**config.mk**
```make
export PLATFORM = sky130hd
export DESIGN_NAME = sec_countdown
export DESIGN_NICKNAME = d
export VERILOG_FILES = /design/src/rtl/sec_countdown_pkg.sv /design/src/rtl/sec_countdown_tick_sync.sv /design/src/rtl/sec_countdown.sv
export SDC_FILE = /design/constraint.sdc
export NUM_CORES = 1
export LEC_CHECK = 0
export ABC_AREA = 0
export CAP_MARGIN = 5
export CORE_ASPECT_RATIO = 1.1
export CORE_MARGIN = 2
export CORE_UTILIZATION = 35
export CTS_CLUSTER_DIAMETER = 30
export DETAILED_ROUTE_END_ITERATION = 10
export PLACE_DENSITY_LB_ADDON = 0.05
export SETUP_SLACK_MARGIN = 0.5
export SLEW_MARGIN = 20
export SYNTH_ARGS = -nofsm -noshare
export SYNTH_HDL_FRONTEND = slang
export SYNTH_SLANG_ARGS = --single-unit
```
**constraint.sdc**
```tcl
create_clock -name rawClk -period 4.3 [get_ports rawClk]
set_input_delay 0.86 -clock rawClk [delete_from_list [all_inputs] [get_ports rawClk]]
set_output_delay 0.86 -clock rawClk [all_outputs]
set_load 0.01 [all_outputs]
```
**src/rtl/sec_countdown_pkg.sv**
```systemverilog
// sec_countdown_pkg: shared FSM state type, default count limit,
// and the binary-to-BCD split used for the seven-segment digits.
package sec_countdown_pkg;

    typedef enum logic [1:0] {
        IDLE  = 2'd0,
        RUN   = 2'd1,
        PAUSE = 2'd2,
        DONE  = 2'd3
    } state_t;

    localparam int MAX_SEC_DEF = 99;

    // {tens, ones} of a value in 0..99
    function automatic logic [7:0] bcd_split(input logic [7:0] v);
        return {4'(v / 8'd10), 4'(v % 8'd10)};
    endfunction

endpackage

```
**src/rtl/sec_countdown_tick_sync.sv**
```systemverilog
// tick_sync: 2-flop synchroniser plus edge-history flop; turns each
// rising edge of async_in into one rawClk-wide tick.
// Ports: rawClk, rst_n (async low) in; async_in in;
//        tick (1-cycle pulse), sync (synchronised level) out.
module tick_sync (
    input  logic rawClk,
    input  logic rst_n,
    input  logic async_in,
    output logic tick,
    output logic sync
);

    logic s1, s2, s3;

    always_ff @(posedge rawClk or negedge rst_n) begin
        if (!rst_n) begin
            s1 <= 1'b0;
            s2 <= 1'b0;
            s3 <= 1'b0;
        end else begin
            s1 <= async_in;
            s2 <= s1;
            s3 <= s2;
        end
    end

    assign tick = s2 & ~s3;
    assign sync = s2;

endmodule

```
**src/rtl/sec_countdown.sv**
```systemverilog
// sec_countdown: loadable seconds countdown paced by the synchronised
// rising edges of slow_clk; drives BCD digits and done/timeout flags.
// Ports: rawClk, rst_n, slow_clk, clear, load, load_val, start, pause in;
//        remain, sec_tens, sec_ones, busy, done, timeout, warn out.
// Optional: define SEC_COUNTDOWN_WARN_EN for the last-seconds warn blink.
module sec_countdown
    import sec_countdown_pkg::*;
#(
    parameter int MAX_SEC  = MAX_SEC_DEF,
    parameter int CNT_W    = 7,
    parameter int WARN_SEC = 5
) (
    input  logic             rawClk,
    input  logic             rst_n,
    input  logic             slow_clk,
    input  logic             clear,
    input  logic             load,
    input  logic [CNT_W-1:0] load_val,
    input  logic             start,
    input  logic             pause,
    output logic [CNT_W-1:0] remain,
    output logic [3:0]       sec_tens,
    output logic [3:0]       sec_ones,
    output logic             busy,
    output logic             done,
    output logic             timeout,
    output logic             warn
);

    if (MAX_SEC > 99 || WARN_SEC > MAX_SEC) begin : g_cfg_err
        $error("sec_countdown: bad MAX_SEC/WARN_SEC");
    end

    localparam logic [CNT_W-1:0] MAX_C = CNT_W'(MAX_SEC);
    localparam logic [CNT_W-1:0] ONE   = CNT_W'(1);

    logic tick;

`ifdef SEC_COUNTDOWN_WARN_EN
    logic s2;
`else
    logic sync_unused;
`endif

    tick_sync u_sync (
        .rawClk   (rawClk),
        .rst_n    (rst_n),
        .async_in (slow_clk),
        .tick     (tick),
`ifdef SEC_COUNTDOWN_WARN_EN
        .sync     (s2)
`else
        .sync     (sync_unused)
`endif
    );

    state_t           state_q, state_d;
    logic [CNT_W-1:0] count_q, count_d;
    logic [CNT_W-1:0] load_sat;
    logic             to_d;
    logic [7:0]       bcd;

    logic do_clr, do_ld, do_start, do_pause, do_tick;

    assign load_sat = (load_val > MAX_C) ? MAX_C : load_val;

    // Mutually exclusive command decode, priority clear > load > start > pause.
    // start/pause that are ignored in the current state do not block a tick.
    assign do_clr   = clear;
    assign do_ld    = load & ~clear;
    assign do_start = start & ~clear & ~load &
                      (state_q == IDLE || state_q == PAUSE);
    assign do_pause = pause & ~clear & ~load & (state_q == RUN);
    assign do_tick  = tick & ~clear & ~load & ~pause & (state_q == RUN);

    always_comb begin
        state_d = state_q;
        count_d = count_q;
        to_d    = 1'b0;
        unique case (1'b1)
            do_clr: begin
                state_d = IDLE;
                count_d = '0;
            end
            do_ld: begin
                state_d = IDLE;
                count_d = load_sat;
            end
            do_start: begin
                if (count_q != '0)
                    state_d = RUN;
            end
            do_pause: begin
                state_d = PAUSE;
            end
            do_tick: begin
                if (count_q > ONE) begin
                    count_d = count_q - ONE;
                end else begin
                    count_d = '0;
                    state_d = DONE;
                    to_d    = 1'b1;
                end
            end
            default: ;
        endcase
    end

    assign bcd = bcd_split(8'(count_d));

    always_ff @(posedge rawClk or negedge rst_n) begin
        if (!rst_n) begin
            state_q  <= IDLE;
            count_q  <= '0;
            sec_tens <= 4'd0;
            sec_ones <= 4'd0;
            busy     <= 1'b0;
            done     <= 1'b0;
            timeout  <= 1'b0;
        end else begin
            state_q  <= state_d;
            count_q  <= count_d;
            sec_tens <= bcd[7:4];
            sec_ones <= bcd[3:0];
            busy     <= (state_d == RUN) || (state_d == PAUSE);
            done     <= (state_d == DONE);
            timeout  <= to_d;
        end
    end

    assign remain = count_q;

`ifdef SEC_COUNTDOWN_WARN_EN
    localparam logic [CNT_W-1:0] WARN_C = CNT_W'(WARN_SEC);
    logic low;
    assign low  = (count_q <= WARN_C);
    // Blinks in phase with slow_clk while running, steady while paused.
    assign warn = low & (((state_q == RUN) & s2) | (state_q == PAUSE));
`else
    assign warn = 1'b0;
`endif

endmodule

```
==> results of run 1 <==
metrics by stage:
step	total power [mW]	util [%]	setup TNS (ns)	cells
2_1_floorplan	0.364	-	0	174
3_3_place_gp	0.449	46.5	0	264
3_5_place_dp	0.454	46.5	-0.0706	264
4_1_cts	0.657	49.6	0	270
5_1_grt	0.697	50.6	0	273
6_report	0.658	50.6	0	273
kinds of logic (layout without fill, tap and decap cells):
group	count (synthesis)	in the layout	share of synthesized area [%]
buffers and inverters	22	66	7.28
and+or+nand+nor	52	53	19.6
adders and majority gates	5	5	3.88
AOI/OAI and AO/OA	68	68	31.9
DFF	22	22	34.8
other	1	1	0.237
xor gates and xnor gates	4	4	2.22
registers in the layout, indices dropped and copies added, names as in the netlist:
| signal | count |
|---|---|
| sec_tens | 4 |
| timeout | 1 |
| remain | 7 |
| u_sync.s3 | 1 |
| u_sync.s1 | 1 |
| state_q | 2 |
| done | 1 |
| sec_ones | 3 |
| busy | 1 |
| u_sync.sync | 1 |
worst max-delay path, stage by stage:
cell and delay [ns]:
clkdlybuf4s50_1 0.48, nor2b_1 0.06, a311oi_2 0.32, o21a_1 0.19, o22ai_2 0.12, inv_2 0.10
a21oi_1 0.08, or4_4 0.56, and3_4 0.19, ha_4 0.29, o21ai_0 0.09, a32oi_1 0.21
a22o_1 0.16, o32ai_2 0.06
area by class of cell:
class                   count  area (um2)  area share (%)
well taps                  54        67.6            3.09
clock buffers               3        41.3            1.89
flip-flops and latches     22         551            25.2
clock inverters             1        30.0            1.38
repair buffers             51         452            20.7
multi-input cells         131        1000            45.8
inverters                  11        42.5            1.95
worst min-delay path by stage:
stage                        startpoint                    end  slack [ns]  cells after the start
finish              u_sync.s1$_DFF_PN0_  u_sync.sync$_DFF_PN0_        0.37                      0
global route        u_sync.s1$_DFF_PN0_  u_sync.sync$_DFF_PN0_        0.38                      0
CTS                 u_sync.s1$_DFF_PN0_  u_sync.sync$_DFF_PN0_        0.37                      0
detailed placement  u_sync.s1$_DFF_PN0_  u_sync.sync$_DFF_PN0_        0.35                      0
global placement    u_sync.s1$_DFF_PN0_  u_sync.sync$_DFF_PN0_        0.33                      0
floorplan           u_sync.s1$_DFF_PN0_  u_sync.sync$_DFF_PN0_        0.33                      0
power by group:
group          internal [mW]  switching (mW)  leakage, nW
clock                  0.124          0.0692       0.0357
combinational          0.109           0.117        0.586
sequential             0.225          0.0142        0.286
total                  0.458           0.200        0.908
cell usage after synthesis, types with 3 or more instances:
master / instances
nand2_1: 7
nor2_1: 8
nand3_1: 5
a31oi_1: 4
inv_1: 7
inv_2: 3
and3_1: 3
buf_4: 4
o22ai_1: 4
ha_1: 4
xnor2_1: 4
a21oi_1: 12
o21ai_0: 9
dfrtp_1: 22
o41ai_1: 3
o31ai_1: 6
buf_2: 4
o211ai_1: 4
nor3_1: 10
routing by layer:
layer	vias up	track usage (%)	wire length [um]
met4	0	7.33	43
met5	-	0	0
met1	789	23.3	1950
li1	760	-	-
met2	42	36.9	2460
met3	5	0.908	187
what timing repair did:
item,in CTS,in global routing
gates resized for setup,13,7
gates cloned,0,1
endpoints found under the setup margin,3,2
endpoints found under the hold margin,0,0
buffers inserted,2,2
pin swaps,3,6
==> results by group, run 1 <==
Global routing
  – Vias in the first global route: 1642
  – Grt ovf: 0
  – Initial antenna violation count: 0
  – First-pass GRT wire length: 7590 um
  – Largest net degree at the start of global routing: 23
  – Total GRT Usage: 19.7%

Cells and area
  – Filler cell count: 421
  – Layout cells sized above 1: 26.9%
  – Antenna diode count: 0
  – # nets final: 238
  – Most common cell after layout, fill and taps aside: clkdlybuf4s50_1
  – Fin area: 2180 um2
  – Most frequent cells in the layout: clkdlybuf4s50_1, dfrtp_1, buf_4, a21oi_1
  – Area delta synth->final: 38.2%

Place
  – Placed Area: 2010 um2
  – Port bufs: 31
  – GP Congestion: 0.859
  – Dpl ws: -0.0706 ns
  – Hpwl dp: 3410 um

Setup path
  – CP max FO: 4
  – Worst R2R Setup Slack: 0.74 ns
  – FF-to-FF End: sec_ones[2]$_DFF_PN0_
  – Crit path to: sec_ones[2]$_DFF_PN0_
  – Reg2reg start: remain[0]$_DFF_PN0_
  – Reg2Reg Depth: 13
  – WP data required: 4.45 ns
  – Arrival time worst endpoint: 3.76 ns
  – Worst Setup SP: load_val[5]
  – Crit path kind: in2reg
  – CP Capture Type: flop
  – Startpoint Class: input port

Route
  – Post-Route WL: 4640 um
  – Post-DR vias/cell: 5.85
  – Drt wl/cell: 17.0 um
  – Post-route DRC violation count: 0
  – DRT Pass-1 Iters: 4
  – Vias: 1596
  – ANT nets after route: 0
  – Iteration-0 DRC Markers: 97

Power and ir drop
  – Pwr dens: 301 nW/um2
  – Leak pwr: 0.908 nW
  – Worst vdd ir: 0.000114 V

Timing
  – Worst Tran Pin Value: 0.621 ns
  – Fmax: 0.277 GHz
  – Worst setup margin: 0.687 ns
  – Final Hold Violating Endpoints: 0
  – Final setup violation count: 0
  – Max-slew headroom: 58.6%
  – Worst setup skew after layout: 0.00679 ns
  – Hold WS: 0.367 ns
  – Final Cycle Share: 84.0%
  – Final min period: 3.61 ns
  – Number of slew-limit violations in the final report: 0
  – RSZ-0062 raised after global routing: no

CTS
  – Worst-path clk slew: 0.09 ns
  – CTS tree: done
  – Sink Count: 22
  – CTS max path bufs: 2
  – CTS H-tree lvls: 1
  – Hold buffer count at cts: 0
  – Clock root cell: clkbuf_8
  – Cts bufs inserted: 3
  – Clk_lat worst skew: 0.26 ns

Min path
  – Min-Delay Path Class: reg2reg

Floorplan
  – # IOs: 33
  – Core Region: 4320 um2
  – Die footprint: 5070 um2
  – Die X: 68.1 um
  – Die Ht: 74.5 um
  – Initial Util: 36.6%
  – Row cnt: 25

Synth
  – Avg Cell Area, Syn: 9.08 um2
  – Register area share after synthesis: 34.8%
  – Synth cell types: 62
  – Syn Inst Count: 174
  – Fraction of registers with async set/reset: 100%
  – YS warnings: 0
  – Area leader, netlist: dfrtp_1
  – Number of synthesized flops with an enable pin: 0
  – Synth area leaders: dfrtp_1, a21oi_1, ha_1, nor3_1, o21ai_0
  – Synthesized Nets: 192
  – Synth top area share: 34.8%
  – Yosys reg bits: 22
  – Dominant synthesized flop cell: dfrtp_1
  – Post-Syn Area: 1580 um2

Outcome
  – Status: finished, final reports clean

Run
  – Max-Cap Viols: 0
No activity file was read; power rests on OpenSTA's default activity.
==> inputs of run 2 (changes only) <==
==> constraint.sdc (replaced) <==
create_clock -name rawClk -period 3.42 [get_ports rawClk]
set_input_delay 0.684 -clock rawClk [delete_from_list [all_inputs] [get_ports rawClk]]
set_output_delay 0.684 -clock rawClk [all_outputs]
set_load 0.01 [all_outputs]
==> run 2 against run 1 <==
- first-iteration DRC count is 34% higher
- critical endpoint is now remain[5]$_DFF_PN0_
- cell area grew 24%
- final cell count is 18% higher
- critical path type unchanged
- highest routed layer unchanged
- largest cell class unchanged
- largest power group is now combinational cells
==> results by group, run 2 (synthesis gave the netlist of run 1 again) <==
Outcome
  – Status: finished, final reports clean (unchanged)

Route
  – Post-Route WL: 5550 um (was 4640 um)
  – Drt wl/cell: 17.2 um (was 17.0 um)
  – Post-route DRC violation count: 0 (unchanged)
  – Vias: 1787 (was 1596)
  – Post-DR vias/cell: 5.53 (was 5.85)
  – Iteration-0 DRC Markers: 130 (was 97)
  – ANT nets after route: 0 (unchanged)
  – DRT Pass-1 Iters: 4 (unchanged)

Floorplan
  – Die X: 68.1 um (unchanged)
  – # IOs: 33 (unchanged)
  – Core Region: 4320 um2 (unchanged)
  – Initial Util: 36.6% (unchanged)
  – Die Ht: 74.5 um (unchanged)
  – Die footprint: 5070 um2 (unchanged)
  – Row cnt: 25 (unchanged)

Global routing
  – Grt ovf: 0 (unchanged)
  – GR Layer Usage met3: 1.66% (was 0.908%)
  – Largest net degree at the start of global routing: 23 (unchanged)
  – GRT busiest layer: met2 (unchanged)
  – Met2 Use GR: 42.9% (was 36.9%)
  – Vias in the first global route: 1833 (was 1642)
  – First-pass GRT wire length: 8460 um (was 7590 um)
  – Initial antenna violation count: 0 (unchanged)
  – Met1 Use GR: 24.5% (was 23.3%)
  – Total GRT Usage: 22.4% (was 19.7%)

Place
  – Hpwl dp: 3870 um (was 3410 um)
  – Dpl ws: -0.675 ns (was -0.0706 ns)
  – Port bufs: 31 (unchanged)
  – Placed Area: 2330 um2 (was 2010 um2)
  – GP Congestion: 0.853 (was 0.859)

Power and ir drop
  – Clock power frac: 26.0% (was 29.4%)
  – Net Sw Frac: 31.1% (was 30.4%)
  – Seq pwr share: 31.7% (was 36.3%)
  – Leak pwr: 1.18 nW (was 0.908 nW)
  – Pint: 644 uW (was 458 uW)
  – Sw Pwr: 290 uW (was 200 uW)
  – Power share of the combinational group: 42.2% (was 34.3%)
  – Pwr dens: 346 nW/um2 (was 301 nW/um2)
  – Worst vdd ir: 0.000146 V (was 0.000114 V)

Timing
  – RSZ-0062 raised after global routing: yes (was no)
  – Number of slew-limit violations in the final report: 0 (unchanged)
  – Worst setup margin: 0.0962 ns (was 0.687 ns)
  – Final Hold Violating Endpoints: 0 (unchanged)
  – Final Cycle Share: 97.2%
  – Fmax: 0.301 GHz
  – Final setup violation count: 0 (unchanged)
  – Final min period: 3.32 ns
  – Worst setup skew after layout: 0.00563 ns (was 0.00679 ns)

CTS
  – CTS tree: done (unchanged)
  – Clk_lat worst skew: 0.26 ns (about the same)
  – Sink Count: 22 (unchanged)
  – CTS max path bufs: 2 (unchanged)
  – Cts bufs inserted: 3 (unchanged)
  – Hold buffer count at cts: 0 (unchanged)
  – Worst-path clk slew: 0.08 ns (was 0.09 ns)
  – CTS H-tree lvls: 1 (unchanged)
  – Clock root cell: clkbuf_8 (unchanged)

Setup path
  – Worst R2R Setup Slack: 0.12 ns (was 0.74 ns)
  – Arrival time worst endpoint: 3.48 ns (was 3.76 ns)
  – Reg2Reg Depth: 15 (was 13)
  – CP Capture Type: flop (unchanged)
  – Startpoint Class: input port (unchanged)
  – Reg2reg start: remain[0]$_DFF_PN0_ (unchanged)
  – FF-to-FF End: sec_ones[2]$_DFF_PN0_ (unchanged)
  – Crit path kind: in2reg (unchanged)
  – WP data required: 3.58 ns (was 4.45 ns)
  – CP max FO: 3 (was 4)
  – Crit path to: remain[5]$_DFF_PN0_ (was sec_ones[2]$_DFF_PN0_)
  – Worst Setup SP: pause (was load_val[5])

Cells and area
  – Max reg flops: 7 (unchanged)
  – # nets final: 288 (was 238)
  – Filler cell count: 363 (was 421)
  – Antenna diode count: 0 (unchanged)
  – Area delta synth->final: 71.1% (was 38.2%)
  – Fin area: 2700 um2 (was 2180 um2)
  – Sequential cell area: 551 um2 (unchanged)
  – Layout cells sized above 1: 46.1% (was 26.9%)
  – Most frequent cells in the layout: buf_4, clkdlybuf4s50_1, dfrtp_1, a21oi_1 (was clkdlybuf4s50_1, dfrtp_1, buf_4, a21oi_1)
  – Multi-input gate area: 1120 um2 (was 1000 um2)
  – Most common cell after layout, fill and taps aside: buf_4 (was clkdlybuf4s50_1)

Min path
  – Min-Delay Path Class: reg2reg (unchanged)

Run
  – Max-Cap Viols: 0 (unchanged)
[run 2: cell types whose count changed in the layout (fill, tap and decap cells not counted), moves of 2 or more]
cell	before	now
buf_4	19	67
nor3_1	8	6
buf_6	1	4
a211oi_2	2	0
a211oi_4	0	2
nor2_4	0	2
nor2_1	7	4
o31ai_4	0	2
dlygate4sd2_1	2	0
[run 2: worst min path at each step]
stage / endpoint / slack [ns] / startpoint / cells after the start
2_1_floorplan: u_sync.sync$_DFF_PN0_ / 0.33 / u_sync.s1$_DFF_PN0_ / 0
3_3_place_gp: u_sync.sync$_DFF_PN0_ / 0.34 / u_sync.s1$_DFF_PN0_ / 0
3_5_place_dp: u_sync.sync$_DFF_PN0_ / 0.35 / u_sync.s1$_DFF_PN0_ / 0
4_1_cts: u_sync.sync$_DFF_PN0_ / 0.37 / u_sync.s1$_DFF_PN0_ / 0
5_1_grt: u_sync.sync$_DFF_PN0_ / 0.38 / u_sync.s1$_DFF_PN0_ / 0
6_report: u_sync.sync$_DFF_PN0_ / 0.36 / u_sync.s1$_DFF_PN0_ / 0
[run 2: cell type report]
cell class,count,share of cell area [%]
Clock inverter,1,1.11
Clock buffer,3,1.53
Sequential cell,22,20.4
Tap cell,54,2.50
Multi-Input combinational cell,130,41.6
Inverter,11,1.57
Timing Repair Buffer,102,31.4
[run 2: critical path, stage by stage]
cell,delay (ns)
buf_8,0.10
nor4b_4,0.28
buf_4,0.18
a311oi_2,0.12
o21a_1,0.25
o22ai_4,0.22
inv_2,0.08
buf_4,0.13
buf_4,0.12
buf_4,0.12
buf_4,0.12
buf_4,0.12
buf_4,0.12
buf_4,0.12
buf_4,0.12
buf_4,0.12
buf_4,0.12
buf_4,0.12
buf_4,0.12
buf_4,0.13
[run 2: metrics by stage]
step                      cells  setup TNS, ns  hold WS, ns  utilization (%)  total power [mW]
final                       323              0        0.363             62.6             0.934
after global routing        323       -0.00500        0.384             62.6             0.985
after CTS                   322              0        0.367             60.5             0.913
after detailed placement    300          -1.24        0.348             53.9             0.630
after global placement      300          -1.03        0.337             53.9             0.621
after floorplan             174              0        0.331                -             0.471
[run 2: timing repair]
item	4_1_cts	5_1_grt
setup endpoints to repair	5	5
setup buffers	18	1
gates resized for setup	28	22
pin swaps	18	17
[run 2: layer usage]
metal	routed length [um]	vias up
met5	0	-
met2	3040	58
met3	200	16
met4	174	0
li1	-	855
met1	2130	858
[run 2: power groups by stage]
stage / Combinational (mW) / Sequential, mW / Clock, mW
after floorplan: 0.158 / 0.313 / 0
after global placement: 0.322 / 0.300 / 0
after detailed placement: 0.330 / 0.300 / 0
after CTS: 0.367 / 0.296 / 0.250
after global routing: 0.423 / 0.299 / 0.262
final: 0.395 / 0.296 / 0.243
